**config.mk**
```make
export PLATFORM = sky130hd
export DESIGN_NAME = stream_arb_mux
export DESIGN_NICKNAME = d
export VERILOG_FILES = /design/src/rtl/stream_arb_mux.sv
export SDC_FILE = /design/constraint.sdc
export NUM_CORES = 1
export LEC_CHECK = 0
export ABC_AREA = 0
export CAP_MARGIN = 10
export CORE_ASPECT_RATIO = 1.25
export CORE_MARGIN = 4
export CORE_UTILIZATION = 40
export DETAILED_ROUTE_END_ITERATION = 16
export PLACE_DENSITY = 0.86
export SKIP_CTS_REPAIR_TIMING = 1
export SLEW_MARGIN = 20
export SYNTH_ARGS = -nofsm -noshare
export SYNTH_HDL_FRONTEND = slang
export SYNTH_SLANG_ARGS = --single-unit
```
**constraint.sdc**
```tcl
create_clock -name clock -period 2.2 [get_ports clock]
set_input_delay 0.44 -clock clock [delete_from_list [all_inputs] [get_ports clock]]
set_output_delay 0.44 -clock clock [all_outputs]
set_load 0.1 [all_outputs]
```
**src/rtl/stream_arb_mux.sv**
```systemverilog
// Stream arbiter/mux: selects one of CHANNELS valid/ready input streams (round-robin or fixed
// priority), holds that selection for a whole packet, and registers the winning beat.
module stream_arb_mux #(
  parameter int unsigned WIDTH       = 4,
  parameter int unsigned CHANNELS    = 4,
  parameter int unsigned ROUND_ROBIN = 1,
  localparam int unsigned SW         = (CHANNELS > 1) ? $clog2(CHANNELS) : 1
) (
  input  logic                      clock,
  input  logic                      reset,
  input  logic [CHANNELS-1:0]       in_valid,
  input  logic [CHANNELS*WIDTH-1:0] in_data,
  input  logic [CHANNELS-1:0]       in_last,
  output logic [CHANNELS-1:0]       in_ready,
  output logic                      out_valid,
  output logic [WIDTH-1:0]          out_data,
  output logic                      out_last,
  output logic [SW-1:0]             out_sel,
  input  logic                      out_ready
);

  typedef enum logic {StIdle, StLocked} state_e;

  state_e              state_q, state_d;
  logic [SW-1:0]       lock_ch_q, lock_ch_d;
  logic [SW-1:0]       ptr_q, ptr_d;
  logic [SW-1:0]       grant_idx, cand;
  logic                grant_any;
  logic [CHANNELS-1:0] grant;
  logic                load, accept, win_last;
  logic [WIDTH-1:0]    win_data;
  logic                valid_q, last_q;
  logic [WIDTH-1:0]    data_q;
  logic [SW-1:0]       sel_q;

  assign load = ~valid_q | out_ready;

  // While locked the grant stays on the packet owner even if it is momentarily not valid.
  always_comb begin
    grant_idx = '0;
    grant_any = 1'b0;
    cand      = '0;
    if (state_q == StLocked) begin
      grant_idx = lock_ch_q;
      grant_any = 1'b1;
    end else begin
      for (int unsigned k = 0; k < CHANNELS; k++) begin
        if (ROUND_ROBIN != 0) begin
          cand = SW'((32'(ptr_q) + k) % CHANNELS);
        end else begin
          cand = SW'(k);
        end
        if (!grant_any && in_valid[cand]) begin
          grant_idx = cand;
          grant_any = 1'b1;
        end
      end
    end
  end

  assign grant    = grant_any ? (CHANNELS'(1) << grant_idx) : '0;
  assign in_ready = (reset && load) ? grant : '0;
  assign accept   = |(in_valid & in_ready);
  assign win_data = in_data[grant_idx*WIDTH +: WIDTH];
  assign win_last = in_last[grant_idx];

  always_comb begin
    state_d   = state_q;
    lock_ch_d = lock_ch_q;
    ptr_d     = ptr_q;
    if (accept) begin
      if (win_last) begin
        state_d = StIdle;
        ptr_d   = (grant_idx == SW'(CHANNELS - 1)) ? '0 : grant_idx + 1'b1;
      end else begin
        state_d   = StLocked;
        lock_ch_d = grant_idx;
      end
    end
  end

  always_ff @(posedge clock) begin
    if (!reset) begin
      state_q   <= StIdle;
      lock_ch_q <= '0;
      ptr_q     <= '0;
      valid_q   <= 1'b0;
      data_q    <= '0;
      last_q    <= 1'b0;
      sel_q     <= '0;
    end else begin
      state_q   <= state_d;
      lock_ch_q <= lock_ch_d;
      ptr_q     <= ptr_d;
      if (accept) begin
        valid_q <= 1'b1;
        data_q  <= win_data;
        last_q  <= win_last;
        sel_q   <= grant_idx;
      end else if (out_ready) begin
        valid_q <= 1'b0;
      end
    end
  end

  assign out_valid = valid_q;
  assign out_data  = data_q;
  assign out_last  = last_q;
  assign out_sel   = sel_q;

endmodule

```
==> summary.md, run 1 <==
| Metric | Value |
|---|---|
| Grt ovf | 0 |
| Worst IR Drop VDD | 0.591 mV |
| Vias per cell | around 5.4 |
| Register bit total from synthesis | 13 |
| Slowest CP cell | dfxtp_4 |
| Max Buffers Root-to-Sink | 2 |
| RSZ-0062 raised after global routing | yes |
| Layout Skew | 0.00540 ns |
| Number of cells after detailed placement | 207 |
| Post-route ant nets | 0 |
| Largest net degree at the start of global routing | 16 |
| Tmin final | 2.31 ns |
| Total number of vias | 1168 |
| Slew margin rel. | 0.757 |
| Synth Cell Area | 1090 µm² |
| CP dominant cell by count | nor2_4 |
| Critical Path, Cell by Cell | buf_6 -> buf_4 -> mux4_2 -> nor2_4 -> a21oi_4 -> nand2_2 -> nor2_4 -> buf_12 |
| Crit path DAT | 1.87 ns |
| Number of placed I/O pins | 39 |
| Worst Setup End Kind | primary output |
| Drt wl/cell | 14.7 µm |
| Final setup violation count | 4 |
| Synth warn | 0 |
| Syn Area/Cell | 8.78 µm² |
| Crit start category | flip-flop |
| DP Wirelength | 2540 µm |
| Clock Latency Late Sink | between 0.2 and 0.3 ns |
| Pleak | between 0.0007 and 0.0008 µW |
| Clk slew on worst S/H paths | roughly 0.08 ns |
| Crit path kind | flip-flop to primary output |
| Layout cells sized above 1 | 0.435 |
| Num CTS Buffers | 3 |
| Buffers on Ports | 38 |
| Crit-path max cell delay | 0.37 ns |
| DRT iter0 DRCs | 43 |
| Chip height | between 60 and 70 µm |
| H-tree Lvls | 1 |
| First-pass GRT wire length | 4850 µm |
| FP Rows | 20 |
| Finished Layout Cells | 217 |
| Total Wirelength | around 3200 µm |
| Critical path peak fanout | 6 |
| Fin. Hold Viols | 0 |
| Pwr/cell area | 889 nW/µm² |
| Maximum clock rate | 0.433 GHz |
| Final Net Count | 213 |
| Worst hold path type | flip-flop to flip-flop |
| Diodes inserted | 0 |
| Status | finished with violations |
| Remaining DRCs | 0 |
| Period utilization | 1.05 |
| WP data required | 1.76 ns |
| Post-Syn Instances | between 100 and 150 |
| Pre-antenna DRT Iters | 5 |
| All-Layer GR Usage | 0.179 |
| Synth-to-Final Area Change | 62.5% |
| Final core occ | 0.700 |
| Yosys cell types | 42 |
| Final max-slew violation count | 0 |
| Failing checks | negative setup slack |
| Die W | 54.7 µm |
| Initial Util | 0.431 |
| Initial antenna violation count | 0 |
| Sequential area share after synthesis | 0.239 |
| Setup ws final | -0.108 ns |
| Core area | 2530 µm² |
| Number of global-route vias before repair | 1118 |
| Number of max-cap violations | 0 |
| Gp weighted congestion | 0.909 |
| Clock Tree Root | clkbuf_4 |
| Actual slew at the worst max-slew pin | 0.362 ns |
| Syn nets | 152 |
| CTS sink count | 13 |
| Die area | roughly 3600 µm² |
| TritonCTS clock tree | built |
[flip-flops by register name (all words and copies together) (netlist names)]
| name | count |
|---|---|
| out_last | 1 |
| out_valid | 1 |
| out_sel | 2 |
| state_q | 1 |
| ptr_q | 2 |
| lock_ch_q | 2 |
| out_data | 4 |
[report_power, final]
part	internal, µW	switching (µW)	leakage (µW)
sequential	292	46.0	0.000108
combinational	417	676	0.000615
clock	70.3	71.6	0.0000150
[worst max-delay path: cells and delay by family, from the launching register on]
kind	cells	cell delay [ns]
AO/OA/AOI/OAI	1	0.26
multiplexers	1	0.24
flip-flops	1	0.37
buffers and inverters	3	0.43
AND/OR/NAND/NOR	3	0.28
[worst paths after layout]
check	from	endpoint	slack, ns	cells past startpoint
min	out_data[0]	out_data[0]	0.48	1
min reg2reg	out_data[0]	out_data[0]	0.48	1
max reg2reg	ptr_q[0]	out_data[2]	0.12	9
max	ptr_q[0]	in_ready[1]	-0.11	8
[through the flow]
step | total power [µW] | area [µm²] | setup slack (ns) | setup TNS (ns) | hold slack, ns
6_report | 1570 | 1770 | -0.108 | -0.346 | 0.484
5_1_grt | 1650 | 1770 | -0.191 | -0.619 | 0.520
4_1_cts | 1500 | 1670 | -0.462 | -3.24 | 0.492
3_5_place_dp | 1360 | 1640 | -0.467 | -6.81 | 0.476
3_3_place_gp | 1330 | 1640 | -0.456 | -6.53 | 0.456
2_1_floorplan | 1090 | 1130 | 0.0220 | 0 | 0.441
[cell usage in the layout (no fill, tap or decap), drive strengths merged, types with 2 or more instances in the layout]
cell type	netlist	routed
buf	8	39
clkdlybuf4s50	0	22
nand2	17	17
dfxtp	13	13
nor2	11	11
o21ai	9	9
a21oi	7	7
and2	6	6
a211oi	5	5
nand3	5	5
inv	5	5
clkbuf	0	5
a311oi	4	4
a31o	4	4
nor2b	4	4
nand2b	3	3
o211ai	3	3
mux2	3	3
dlymetal6s2s	0	3
o31ai	2	2
nor3	2	2
a31oi	2	2
o41ai	2	2
[metal layers]
layer,routed length (µm),vias up,part of all wire,track usage
li1,-,572,-,-
met1,1340,557,0.42,0.221
met2,1670,35,0.52,0.308
met3,150,4,0.047,0.0226
met4,38,0,0.012,0.0623
met5,0,-,0,0
[cell families (layout without fill, tap and decap cells)]
| kind of cell | after synthesis | in the layout | synth area share |
|---|---|---|---|
| buf+inv | 14 | 74 | 0.0943 |
| fa+ha+maj | 1 | 1 | 0.0115 |
| simple gates | 50 | 50 | 0.241 |
| compound gates | 41 | 41 | 0.331 |
| flops | 13 | 13 | 0.239 |
| mux | 5 | 5 | 0.0828 |
[cells in the mapped netlist]
cell type | instances | area, µm²
nand2_1 | 17 | 63.8
dfxtp_1 | 13 | 260
nor2_1 | 9 | 33.8
a211oi_1 | 5 | 37.5
buf_6 | 5 | 56.3
inv_1 | 5 | 18.8
o21ai_0 | 5 | 25.0
a21oi_1 | 4 | 20.0
a311oi_1 | 4 | 35.0
nand3_1 | 4 | 20.0
a31o_1 | 3 | 26.3
mux2_4 | 3 | 45.0
nand2b_1 | 3 | 18.8
nor2b_1 | 3 | 18.8
o211ai_2 | 3 | 37.5
o21ai_1 | 3 | 15.0
a21oi_2 | 2 | 17.5
a31oi_1 | 2 | 12.5
and2_0 | 2 | 12.5
and2_1 | 2 | 12.5
and2_2 | 2 | 15.0
buf_2 | 2 | 10.0
nor3_1 | 2 | 10.0
o31ai_4 | 2 | 42.5
o41ai_2 | 2 | 32.5
a21boi_0 | 1 | 7.51
a21oi_4 | 1 | 16.3
a31o_2 | 1 | 8.76
and3_1 | 1 | 6.26
buf_4 | 1 | 7.51
dlygate4sd3_1 | 1 | 10.0
ha_1 | 1 | 12.5
mux2i_4 | 1 | 22.5
mux4_2 | 1 | 22.5
nand3_4 | 1 | 17.5
nand3b_1 | 1 | 7.51
nor2_2 | 1 | 6.26
nor2_4 | 1 | 11.3
nor2b_2 | 1 | 8.76
o21ai_2 | 1 | 8.76
o311ai_0 | 1 | 8.76
o31a_1 | 1 | 8.76
[layout make-up]
class	instances	area, µm²
inverter	5	18.8
tap	33	41.3
fill	186	758
sequential	13	268
multi-input combinational	97	802
timing repair buffer	65	613
clock buffer	4	26.3
Note: power is estimated with default switching activity, not from simulation.
==> run 2: changes to the inputs <==
CTS_CLUSTER_SIZE = 20   (was not set)
MAX_ROUTING_LAYER = met4   (was not set)
==> summary.md, run 2 (synthesis gave the netlist of run 1 again) <==
| Metric | Value |
|---|---|
| Chip height | 66.3 µm |
| FF-to-FF Start | ptr_q[0] |
| Crit path kind | flip-flop to primary output |
| Vias per cell | 5.31 |
| Slowest CP cell | mux4_2 |
| Final setup violation count | 4 |
| Fin. Hold Viols | 0 |
| Worst IR Drop VDD | 0.627 mV |
| TritonCTS clock tree | built |
| FF-to-FF End | lock_ch_q[1] |
| Status | finished with violations |
| Maximum clock rate | 0.438 GHz |
| Reg-to-reg slack, setup | approximately 0.19 ns |
| Crit start category | flip-flop |
| WP data required | 1.76 ns |
| Worst Setup End Kind | primary output |
| Die W | 54.7 µm |
| H-tree Lvls | 1 |
| Number of max-cap violations | 0 |
| Gp weighted congestion | between 0.9 and 1 |
| Slew margin rel. | 0.746 |
| Max Buffers Root-to-Sink | 2 |
| Largest net degree at the start of global routing | 16 |
| Pwr/cell area | 883 nW/µm² |
| Overall power | approximately 1600 µW |
| Final Cell Area | 1820 µm² |
| Internal | 804 µW |
| Die area | ~3600 µm² |
| Post-route ant nets | 0 |
| Tmin final | 2.28 ns |
| Setup ws final | -0.0846 ns |
| Psw | 805 µW |
| Period utilization | 1.04 |
| FP Rows | 20 |
| Setup tns final | -0.236 ns |
| Layout cells sized above 1 | 0.468 |
| Diodes inserted | 0 |
| Part of the power in combinational logic | 0.699 |
| Multi-input logic area | 805 µm² |
| RSZ-0062 raised after global routing | yes |
| Synth-to-Final Area Change | 67.4% |
| Clock Tree Root | clkbuf_4 |
| Final max-slew violation count | 0 |
| Final Net Count | 219 |
| Buffers on Ports | 38 |
| Net Sw Frac | 0.500 |
| Grt ovf | 0 |
| Number of placed I/O pins | 39 |
| All-Layer GR Usage | 0.190 |
| Actual slew at the worst max-slew pin | 0.377 ns |
| Core area | 2530 µm² |
| DRT iter0 DRCs | 32 |
| Worst hold path depth | 1 |
| First-pass GRT wire length | 4950 µm |
| Min-delay src | out_data[3] |
| Num CTS Buffers | 3 |
| Number of global-route vias before repair | 1151 |
| DP Wirelength | 2610 µm |
| Reg area | around 270 µm² |
| Number of fill cells in the layout | 186 |
| Clock Power Share | 0.091 |
| Hold endpoint | out_data[3] |
| Commonest non-fill, non-tap cell in the layout | buf_4 |
| Total number of vias | 1184 |
| Max reg flops | 4 |
| Crit-path max cell delay | 0.52 ns |
| Pre-antenna DRT Iters | 4 |
| Critical Path, Cell by Cell | buf_6 -> mux4_2 -> nor2_4 -> a21oi_4 -> and2_4 -> buf_12 |
| Clock Latency Late Sink | 0.27 ns |
| Final core occ | 0.721 |
| Crit path DAT | 1.84 ns |
| Layout Skew | 0.00111 ns |
| Failing checks | negative setup slack |
| Drt wl/cell | 15.2 µm |
| Initial Util | 0.431 |
| Critical path peak fanout | 6 |
| Initial antenna violation count | 0 |
| Pleak | 0.000763 µW |
| Remaining DRCs | 0 |
| Worst R2R Path Depth | 9 |
| Worst hold path type | flip-flop to flip-flop |
| Total Wirelength | between 3000 and 4000 µm |
| Most frequent cells in the layout | 37 x buf_4, 22 x clkdlybuf4s50_1, 15 x nand2_1 |
| Area after DPL | roughly 1700 µm² |
| CTS sink count | 13 |
| Clk slew on worst S/H paths | 0.08 ns |
| Part of the power in registers | 0.210 |
==> run 2: cell types whose count changed in the layout (fill, tap and decap cells not counted), sizes merged <==
cell  previous run  this run
buf             39        45
==> run 2: final cells by class <==
type                    count  area share
multi-input cells          97       0.442
repair buffers             71       0.365
flip-flops and latches     13       0.146
well taps                  33      0.0227
clock buffers               4      0.0144
inverters                   5      0.0103
==> run 2: worst max-delay path by stage <==
stage                startpoint  slack, ns     endpoint  cells after the start
global route           ptr_q[1]      -0.16  in_ready[3]                      6
finish                 ptr_q[1]      -0.08  in_ready[3]                      6
detailed placement  in_valid[1]      -0.49  out_data[2]                     10
CTS                 in_valid[2]      -0.45  in_ready[2]                      6
global placement    in_valid[1]      -0.45  out_data[2]                     10
floorplan             out_valid       0.02  in_ready[0]                      5
==> run 2: stage by stage <==
stage                     hold WS, ns  instances  worst slack [ns]
final                           0.496        223           -0.0846
after global routing            0.523        223            -0.160
after CTS                       0.497        216            -0.445
after detailed placement        0.481        212            -0.487
after global placement          0.461        212            -0.445
after floorplan                 0.441        124            0.0220
==> run 2: layer usage <==
metal | up-vias | global-route usage | part of all wire
met5 | - | - | 0
met4 | 0 | 0.0872 | 0.021
met3 | 7 | 0.0135 | 0.046
met2 | 38 | 0.306 | 0.52
met1 | 554 | 0.235 | 0.41
li1 | 585 | - | -
==> run 2: worst max-delay path: cells and delay by family, from the launching register on <==
kind	cells	cell delay [ns]
AOI/OAI and AO/OA	1	0.09
muxes	1	0.52
buffers and inverters	2	0.29
DFF	1	0.37
and+or+nand+nor	2	0.31
==> run 2: power by group through the flow <==
stage	Clock [µW]	Combinational, µW	Sequential (µW)
after global routing	163	1180	348
final	146	1130	338
after global placement	0	1020	332
after CTS	152	1050	331
after floorplan	0	514	578
after detailed placement	0	1040	336
==> run 3: changes to the inputs <==
CTS_CLUSTER_SIZE = 28   (was 20)
==> results of run 3 <==
Final layout, timing and power as in run 2 (identical DEF).
